`config.mk`:
```
export PLATFORM = sky130hd
export DESIGN_NAME = lsu_flat
export DESIGN_NICKNAME = d
export VERILOG_FILES = /design/src/rtl/lsu_pkg.sv /design/src/rtl/lsu_if.sv /design/src/rtl/lsu_load_extend.sv /design/src/rtl/lsu.sv /design/src/flat_wrapper.sv
export SDC_FILE = /design/constraint.sdc
export NUM_CORES = 1
export LEC_CHECK = 0
export ABC_AREA = 1
export ABC_CLOCK_PERIOD_IN_PS = 1970
export CAP_MARGIN = 30
export CORE_MARGIN = 2
export CORE_UTILIZATION = 44
export CTS_CLUSTER_DIAMETER = 150
export CTS_CLUSTER_SIZE = 28
export DETAILED_ROUTE_END_ITERATION = 10
export PLACE_DENSITY = 0.87
export REMOVE_ABC_BUFFERS = 1
export SKIP_CTS_REPAIR_TIMING = 1
export SYNTH_ARGS = -nofsm -noshare
export SYNTH_HDL_FRONTEND = slang
export SYNTH_SLANG_ARGS = --single-unit
```
`constraint.sdc`:
```
create_clock -name clk -period 1.97 [get_ports clk]
set_input_delay 0.394 -clock clk [delete_from_list [all_inputs] [get_ports clk]]
set_output_delay 0.394 -clock clk [all_outputs]
set_load 0.03 [all_outputs]
```
`src/rtl/lsu_pkg.sv`:
```
// Shared load/store definitions: mem_ctrl encodings, FSM states, access sizes.
package lsu_pkg;

  localparam int XLEN        = 32;
  localparam int TIMEOUT_DEF = 16;

  localparam logic [2:0] MEM_LB  = 3'b000;
  localparam logic [2:0] MEM_LH  = 3'b001;
  localparam logic [2:0] MEM_LW  = 3'b010;
  localparam logic [2:0] MEM_LBU = 3'b011;
  localparam logic [2:0] MEM_LHU = 3'b100;
  localparam logic [2:0] MEM_SB  = 3'b101;
  localparam logic [2:0] MEM_SH  = 3'b110;
  localparam logic [2:0] MEM_SW  = 3'b111;

  typedef enum logic [1:0] {ST_IDLE, ST_REQ, ST_RESP, ST_DONE} lsu_state_e;
  typedef enum logic [1:0] {SZ_BYTE, SZ_HALF, SZ_WORD} mem_size_e;

  function automatic logic ctrl_is_store(input logic [2:0] ctrl);
    return (ctrl == MEM_SB) || (ctrl == MEM_SH) || (ctrl == MEM_SW);
  endfunction

  function automatic mem_size_e ctrl_size(input logic [2:0] ctrl);
    case (ctrl)
      MEM_LB, MEM_LBU, MEM_SB: return SZ_BYTE;
      MEM_LH, MEM_LHU, MEM_SH: return SZ_HALF;
      default:                 return SZ_WORD;
    endcase
  endfunction

endpackage

```
`src/rtl/lsu_if.sv`:
```
// Data-memory bus: request/grant for the command, rvalid for read data.
interface lsu_if;
  import lsu_pkg::*;

  logic            bus_req;
  logic            bus_we;
  logic [XLEN-1:0] bus_addr;
  logic [3:0]      bus_be;
  logic [XLEN-1:0] bus_wdata;
  logic            bus_gnt;
  logic            bus_rvalid;
  logic [XLEN-1:0] bus_rdata;

  modport master (
    output bus_req, bus_we, bus_addr, bus_be, bus_wdata,
    input  bus_gnt, bus_rvalid, bus_rdata
  );

  modport slave (
    input  bus_req, bus_we, bus_addr, bus_be, bus_wdata,
    output bus_gnt, bus_rvalid, bus_rdata
  );
endinterface

```
`src/rtl/lsu_load_extend.sv`:
```
// Picks the addressed byte/halfword out of a bus word and sign- or zero-extends it.
module lsu_load_extend
  import lsu_pkg::*;
(
  input  logic [XLEN-1:0] rdata_i,
  input  logic [1:0]      offset_i,
  input  logic [2:0]      ctrl_i,
  output logic [XLEN-1:0] result_o
);

  logic [15:0] lane;

  always_comb begin
    lane = 16'(rdata_i >> {offset_i, 3'b000});
    case (ctrl_i)
      MEM_LB:  result_o = {{24{lane[7]}}, lane[7:0]};
      MEM_LH:  result_o = {{16{lane[15]}}, lane[15:0]};
      MEM_LBU: result_o = {24'b0, lane[7:0]};
      MEM_LHU: result_o = {16'b0, lane[15:0]};
      default: result_o = rdata_i;
    endcase
  end

endmodule

```
`src/rtl/lsu.sv`:
```
// MEM-stage load/store unit: one bus transaction per decoder command, with
// alignment rejection and a grant/response timeout.
//   state   | meaning
//   IDLE    | waiting for a command; rejects illegal/misaligned ones
//   REQ     | bus_req held with stable fields until bus_gnt
//   RESP    | load granted, waiting for bus_rvalid
//   DONE    | done pulse, command consumed
module lsu
  import lsu_pkg::*;
#(
  parameter int TIMEOUT = TIMEOUT_DEF
) (
  input  logic            clk,
  input  logic            rst,
  input  logic            mem_rd_i,
  input  logic            mem_wr_i,
  input  logic [2:0]      mem_ctrl_i,
  input  logic [XLEN-1:0] addr_i,
  input  logic [XLEN-1:0] wdata_i,
  output logic            stall_o,
  output logic [XLEN-1:0] ld_data_o,
  output logic            done_o,
  output logic            misalign_o,
  output logic            bus_err_o,
  lsu_if.master           bus
);

  localparam int CNT_W = $clog2(TIMEOUT + 1);
  localparam logic [CNT_W-1:0] CNT_LAST = CNT_W'(TIMEOUT - 1);

  lsu_state_e      state_q;
  logic [2:0]      ctrl_q;
  logic [1:0]      off_q;
  logic [CNT_W-1:0] cnt_q;
  logic            done_q, misalign_q, bus_err_q, req_q, we_q;
  logic [XLEN-1:0] baddr_q, bwdata_q, ld_data_q;
  logic [3:0]      be_q;

  logic            cmd_any, reject;
  mem_size_e       acc_size;
  logic [3:0]      be_d;
  logic [XLEN-1:0] bwdata_d, ext;

  assign cmd_any = mem_rd_i | mem_wr_i;

  always_comb begin
    acc_size = ctrl_size(mem_ctrl_i);
    reject   = (mem_rd_i & mem_wr_i)
             | (mem_rd_i & ctrl_is_store(mem_ctrl_i))
             | (mem_wr_i & ~ctrl_is_store(mem_ctrl_i))
             | ((acc_size == SZ_HALF) & addr_i[0])
             | ((acc_size == SZ_WORD) & (addr_i[1:0] != 2'b00));
    case (acc_size)
      SZ_BYTE: begin
        be_d     = 4'b0001 << addr_i[1:0];
        bwdata_d = {4{wdata_i[7:0]}};
      end
      SZ_HALF: begin
        be_d     = 4'b0011 << addr_i[1:0];
        bwdata_d = {2{wdata_i[15:0]}};
      end
      default: begin
        be_d     = 4'b1111;
        bwdata_d = wdata_i;
      end
    endcase
  end

  lsu_load_extend u_ext (
    .rdata_i  (bus.bus_rdata),
    .offset_i (off_q),
    .ctrl_i   (ctrl_q),
    .result_o (ext)
  );

  // A command seen during an error pulse has already been answered, so IDLE skips it.
  always_ff @(posedge clk) begin
    if (rst) begin
      state_q    <= ST_IDLE;
      ctrl_q     <= '0;
      off_q      <= '0;
      cnt_q      <= '0;
      done_q     <= 1'b0;
      misalign_q <= 1'b0;
      bus_err_q  <= 1'b0;
      req_q      <= 1'b0;
      we_q       <= 1'b0;
      baddr_q    <= '0;
      bwdata_q   <= '0;
      be_q       <= '0;
      ld_data_q  <= '0;
    end else begin
      done_q     <= 1'b0;
      misalign_q <= 1'b0;
      bus_err_q  <= 1'b0;
      case (state_q)
        ST_IDLE: begin
          if (cmd_any && !misalign_q && !bus_err_q) begin
            if (reject) begin
              misalign_q <= 1'b1;
            end else begin
              ctrl_q   <= mem_ctrl_i;
              off_q    <= addr_i[1:0];
              we_q     <= mem_wr_i;
              baddr_q  <= {addr_i[XLEN-1:2], 2'b00};
              be_q     <= be_d;
              bwdata_q <= mem_wr_i ? bwdata_d : '0;
              req_q    <= 1'b1;
              cnt_q    <= '0;
              state_q  <= ST_REQ;
            end
          end
        end
        ST_REQ: begin
          if (bus.bus_gnt) begin
            req_q   <= 1'b0;
            cnt_q   <= '0;
            done_q  <= we_q;
            state_q <= we_q ? ST_DONE : ST_RESP;
          end else if (cnt_q == CNT_LAST) begin
            req_q     <= 1'b0;
            bus_err_q <= 1'b1;
            state_q   <= ST_IDLE;
          end else begin
            cnt_q <= cnt_q + 1'b1;
          end
        end
        ST_RESP: begin
          if (bus.bus_rvalid) begin
            ld_data_q <= ext;
            done_q    <= 1'b1;
            state_q   <= ST_DONE;
          end else if (cnt_q == CNT_LAST) begin
            bus_err_q <= 1'b1;
            state_q   <= ST_IDLE;
          end else begin
            cnt_q <= cnt_q + 1'b1;
          end
        end
        default: state_q <= ST_IDLE;
      endcase
    end
  end

  assign stall_o = (cmd_any && (state_q != ST_DONE) && !misalign_q && !bus_err_q)
                 || (state_q == ST_REQ) || (state_q == ST_RESP);

  assign ld_data_o     = ld_data_q;
  assign done_o        = done_q;
  assign misalign_o    = misalign_q;
  assign bus_err_o     = bus_err_q;
  assign bus.bus_req   = req_q;
  assign bus.bus_we    = we_q;
  assign bus.bus_addr  = baddr_q;
  assign bus.bus_be    = be_q;
  assign bus.bus_wdata = bwdata_q;

endmodule
```
`src/flat_wrapper.sv`:
```
// flat-port wrapper written by rule: the top's interface ports become plain ports
module lsu_flat import lsu_pkg::*;
#(
  parameter int TIMEOUT = TIMEOUT_DEF
)
  (clk, rst, mem_rd_i, mem_wr_i, mem_ctrl_i, addr_i, wdata_i, stall_o, ld_data_o, done_o, misalign_o, bus_err_o, bus_bus_req, bus_bus_we, bus_bus_addr, bus_bus_be, bus_bus_wdata, bus_bus_gnt, bus_bus_rvalid, bus_bus_rdata);
  lsu_if bus_i ();
  input  logic clk;
  input  logic rst;
  input  logic mem_rd_i;
  input  logic mem_wr_i;
  input  logic [2:0] mem_ctrl_i;
  input  logic [XLEN-1:0] addr_i;
  input  logic [XLEN-1:0] wdata_i;
  output logic stall_o;
  output logic [XLEN-1:0] ld_data_o;
  output logic done_o;
  output logic misalign_o;
  output logic bus_err_o;
  output wire logic [$bits(bus_i.bus_req)-1:0] bus_bus_req;
  output wire logic [$bits(bus_i.bus_we)-1:0] bus_bus_we;
  output wire logic [$bits(bus_i.bus_addr)-1:0] bus_bus_addr;
  output wire logic [$bits(bus_i.bus_be)-1:0] bus_bus_be;
  output wire logic [$bits(bus_i.bus_wdata)-1:0] bus_bus_wdata;
  input wire logic [$bits(bus_i.bus_gnt)-1:0] bus_bus_gnt;
  input wire logic [$bits(bus_i.bus_rvalid)-1:0] bus_bus_rvalid;
  input wire logic [$bits(bus_i.bus_rdata)-1:0] bus_bus_rdata;
  assign bus_bus_req = bus_i.bus_req;
  assign bus_bus_we = bus_i.bus_we;
  assign bus_bus_addr = bus_i.bus_addr;
  assign bus_bus_be = bus_i.bus_be;
  assign bus_bus_wdata = bus_i.bus_wdata;
  assign bus_i.bus_gnt = bus_bus_gnt;
  assign bus_i.bus_rvalid = bus_bus_rvalid;
  assign bus_i.bus_rdata = bus_bus_rdata;
  lsu #(.TIMEOUT(TIMEOUT)) u_core (.clk(clk), .rst(rst), .mem_rd_i(mem_rd_i), .mem_wr_i(mem_wr_i), .mem_ctrl_i(mem_ctrl_i), .addr_i(addr_i), .wdata_i(wdata_i), .stall_o(stall_o), .ld_data_o(ld_data_o), .done_o(done_o), .misalign_o(misalign_o), .bus_err_o(bus_err_o), .bus(bus_i));
endmodule
```
# After elaboration in Yosys (flattened, before gate mapping)
# Cells that the tools add are included.
[word_totals]
out_inout_bits = 106
in_bits = 105
regBits = 115
elab_cells = 107
[op_classes]
n_reduce_logical = 26
shift = 3
mux = 31
add_sub_neg = 1
eq_ne = 19
bitwise = 14
[ops]
columns = ["op", "n"]
rows = [
  ["$pmux 32 s4", 1],
  ["$pmux 32 s2", 1],
  ["$mux 32", 1],
  ["$shr 32x5->16", 1],
  ["$mux 5", 5],
  ["$eq 3x3->1 const B", 5],
  ["$pmux 5 s3", 1],
  ["$mux 1", 11],
  ["$mux 2", 5],
  ["$reduce_or 3->1", 3],
  ["$pmux 4 s2", 1],
  ["$reduce_and 4->1", 2],
  ["$eq 3x1->1 const B", 2],
  ["$eq 3x2->1 const B", 2],
  ["$logic_not 3->1", 2],
  ["$ne 2x2->1 const B", 3],
  ["$pmux 1 s2", 3],
  ["$pmux 2 s3", 1],
  ["$add 5x1->5 const B", 1],
  ["$and 1x1->1", 5],
  ["$eq 5x4->1 const B", 1],
  ["$logic_and 1x1->1", 5],
  ["$or 1x1->1", 5],
  ["$eq 2x1->1 const B", 2],
  ["14 further kinds", 25],
]

# Depth between registers and ports, before layout
[logic_depth]
depth_word = 11
depth_mapped = 14
ltp_nobuf = 13

# Cells and area by module
# Synthesis repeated with hierarchy kept, for this count alone.
[unflattened]
cells_unflattened = 875
hier_area_um2 = 5800.6
[by_module_without_submodules]
columns = ["module", "cells_per_inst", "n_inst", "area_each_um2", "seq_area_each_um2"]
rows = [
  ["lsu", 674, 1, 4870.9, 2302.2],
  ["lsu_load_extend", 201, 1, 929.6, 0.0],
]

# Worst setup path before layout
# Ideal clock, no wire load.
[synth_timing]
path_kind = "input-to-output"
start = "input port mem_wr_i"
end = "output port stall_o"
required_ns = 1.576
arrival_ns = 1.343
path_stages = 5
setup_slack_ns = 0.233
path_cell_list = "buf_4 nor2_1 nor3_4 inv_1 o211ai_1"
[synth_via]
elab_chain_cells = 6
[synth_lines]
columns = ["item", "line", "rtl"]
rows = [
  ["start, declared", "flat_wrapper.sv:11", "input logic mem_wr_i;"],
  ["$or 1x1->1", "lsu.sv:44", "assign cmd_any = mem_rd_i | mem_wr_i;"],
  ["$logic_and 1x1->1 (3 in series)", "lsu.sv:145", "assign stall_o = (cmd_any && (state_q != ST_DONE) && !misalign_q && !bus_err_q)"],
  ["$logic_or 1x1->1 (2 in series)", "lsu.sv:146", "|| (state_q == ST_REQ) || (state_q == ST_RESP);"],
  ["end, declared", "flat_wrapper.sv:15", "output logic stall_o;"],
]
# Every way passes these cells.

# Worst setup path in the final report
[layout_timing]
start = "register u_core.misalign_q, in the netlist u_core.misalign_o"
end = "output port misalign_o"
[layout_rtl]
columns = ["item", "line", "rtl"]
rows = [
  ["start, declared", "lsu.sv:35", "logic done_q, misalign_q, bus_err_q, req_q, we_q;"],
  ["start signal, assigned", "lsu.sv:84", "misalign_q <= 1'b0;"],
  ["start signal, assigned", "lsu.sv:94", "misalign_q <= 1'b0;"],
  ["start signal, assigned", "lsu.sv:100", "misalign_q <= 1'b1;"],
  ["end, declared", "flat_wrapper.sv:18", "output logic misalign_o;"],
]
# No word-level cell between the ends.

==> results.tsv <==
stage	metric	value	unit
die	dieArea	0.0135	mm2
timing	report.final.slew_viol_count	0	
timing	slew_headroom	0.614	
synth	ys_warn_count	0	
power_and_ir_drop	peakVddDrop	0.000616	V
routing	drt_iter0_markers	510	
die	dieWidth	116	um
timing	fin_tns_setup	0	ns
worst_hold_path	hold_path.class	input pin to flop	
global_route	grt_max_degree	62	
synth	yosysSeqAreaShare	0.415	
timing	period_needed	1.89	ns
power_and_ir_drop	leakage	3.74	nW
finish	area_growth	54.2	%
cts	tritoncts	done	
run	cap_viol_max_count	0	
setup_path	critPathRequiredTime	1.58	ns
cts	cts_max_level	4	
finish	nets	1143	
synth	synthXorXnorAreaFrac	0.00158	
cts	path_clk_slew	0.05	ns
synth	yosys.area_share.simple	0.274	
setup_path	cp_max_fo	2	
synth	synth-compound-area-share	0.197	
synth	syn_inst	810	
routing	firstDrtPassIters	5	
setup_path	startpoint_type	flop	
finish	diodes	0	
global_route	grt_pass1_vias	5836	
routing	via_per_inst	5.08	
timing	rsz0062_at_grt	false	
finish	layout_commonest_cell	clkdlybuf4s50_1	
setup_path	rrSetupSlack	0.22	ns
power_and_ir_drop	power_density	1180	mW/mm2
placed_design	port_buffers	208	
setup_path	cp_top_family	buffers and inverters	
timing	fin_worst_skew	0.0102	ns
global_route	grt_pass1_wl	27.6	mm
synth	synth_ff_type	dfxtp_1	
finish	stdcell_count	1217	
timing	hold_viol_final	0	
routing	drc	0	
synth	async_flop_share	0	
placed_design	hpwl	12.5	mm
cts	clkLatencyLatePin	0.42	ns
finish	drive_above_1_share	0.106	
routing	num_vias	6184	
finish	final_cell_area	0.00855	mm2
cts	cts_buffer_depth	2	
timing	clock.fmax	528	MHz
routing	ant_nets	0	
timing	finalHoldWorstSlack	0.458	ns
global_route	grt.total_usage	0.261	
synth	yosys.area_share.adder	0.0113	
setup_path	crit_type	flop to primary output	
timing	tightest_slew	0.579	ns
global_route	grt-ovfl-total	0	
setup_path	critPathCaptureType	primary output	
setup_path	r2r_start	u_core.cnt_q[0]	
synth	synth-edff-count	0	
setup_path	cp_slowest_cell	clkdlybuf4s50_1	
placed_design	dp.cells	1185	
setup_path	critPathArrivalTime	1.50	ns
finish	seqCellArea	0.00230	mm2
synth	syn_avg_cell_area	6.84	um2
synth	synth_top_family_by_area	simple AND/OR/NAND/NOR gates	
routing	routedWlPerCell	14.6	um
worst_hold_path	holdPathStages	4	
die	io_pins	211	
synth	synth.area.mux_share	0	
cts	cts_buffers	17	
setup_path	crit_buf_inv	1	
setup_path	worstPathCellList	clkdlybuf4s50_1	
global_route	antenna_found_initial	0	
setup_path	worstReg2RegEnd	u_core.bus.bus_req	
synth	ys_ff_latch	115	
finish	multiInputGateArea	0.00269	mm2
timing	period_share	0.962	
status	status	finished clean	
cts	clock_sinks	115	
timing	setup_viol	0	
synth	netlist_area	0.00554	mm2
setup_path	slowest_delay	0.70	ns
synth	synth.largest_area_cell	dfxtp_1	
placed_design	place_congestion	0.837	
synth	synth_area_leaders	dfxtp_1 42%, nor2_1 11%, o21ai_0 11%, nand2_1 10%, inv_1 5.5%	
finish	num-fill-cells	1003	
die	die_y	116	um
die	core_region_area	0.0125	mm2
worst_hold_path	hold_end	u_core.ld_data_o[24]	
worst_hold_path	hold_start	rst	
placed_design	placed_area	0.00797	mm2
routing	routed_wl	17.8	mm
synth	synth.top_cell.area_share	0.415	
cts	clockRootBuffer	clkbuf_16	
power_and_ir_drop	finalPower	0.0101	W
die	start_util	0.445	
synth	ys_types	37	
die	num_rows	41	
setup_path	r2r_cells	10	
finish	final_cell_mix	204 x clkdlybuf4s50_1, 161 x nor2_1, 148 x nand2_1	
report_power, final:
part	switching (W)	internal (W)
Sequential	0.000274	0.00278
Clock	0.00103	0.00192
Combinational	0.00249	0.00163
Total	0.00379	0.00632
metrics by stage:
step | utilization | worst slack, ns
floorplan | - | -0.0938
detailed placement | 0.639 | -0.261
CTS | 0.685 | -0.113
global placement | 0.639 | -0.142
finish | 0.686 | 0.0751
global route | 0.686 | 0.00746
layer usage:
metal / track usage / vias to the layer above / share of wire
met5: 0 / - / 0
met4: 0.125 / 0 / 0.036
met3: 0.0633 / 54 / 0.072
met2: 0.432 / 278 / 0.47
met1: 0.319 / 2809 / 0.42
li1: - / 3043 / -
flip-flops by register name (all words and copies together), names as in the netlist:
signal / cells
u_core.bus_err_o: 1
u_core.off_q: 2
u_core.misalign_o: 1
u_core.bus.bus_wdata: 32
u_core.bus.bus_be: 4
u_core.done_o: 1
u_core.bus.bus_addr: 30
u_core.bus.bus_we: 1
u_core.ctrl_q: 3
u_core.state_q: 2
u_core.ld_data_o: 32
u_core.cnt_q: 5
u_core.bus.bus_req: 1
final cells by class:
type,instances,share of cell area
Inverter,87,0.0388
Clock inverter,4,0.00527
Clock buffer,27,0.0612
Tap cell,172,0.0252
Timing Repair Buffer,246,0.285
Sequential cell,115,0.269
Multi-Input combinational cell,566,0.315
worst max-delay path by stage:
stage	from	end	slack, ns	cells past startpoint
after floorplan	u_core.state_q[0]	u_core.ld_data_o[16]	-0.09	7
after global placement	mem_ctrl_i[2]	u_core.bus.bus_wdata[26]	-0.14	13
after detailed placement	mem_ctrl_i[0]	u_core.state_q[1]	-0.26	10
after CTS	mem_wr_i	stall_o	-0.11	6
after global routing	u_core.misalign_o	misalign_o	0.007	1
final	u_core.misalign_o	misalign_o	0.08	1
cells in the mapped netlist (10+ instances only):
cell type,number
a21oi_2,10
o21ai_0,117
nand2_2,15
dfxtp_1,115
nand3_1,12
clkbuf_1,20
nand2_1,148
nor2_1,161
inv_1,81
o211ai_1,12
buf_2,14
a21oi_1,47
cells by family after synthesis:
group,Yosys count
buf+inv,130
flops,115
other cells,1
simple gates,360
fa+ha+maj,5
xor+xnor,1
compound gates,198
No activity file was read; power rests on OpenSTA's default activity.
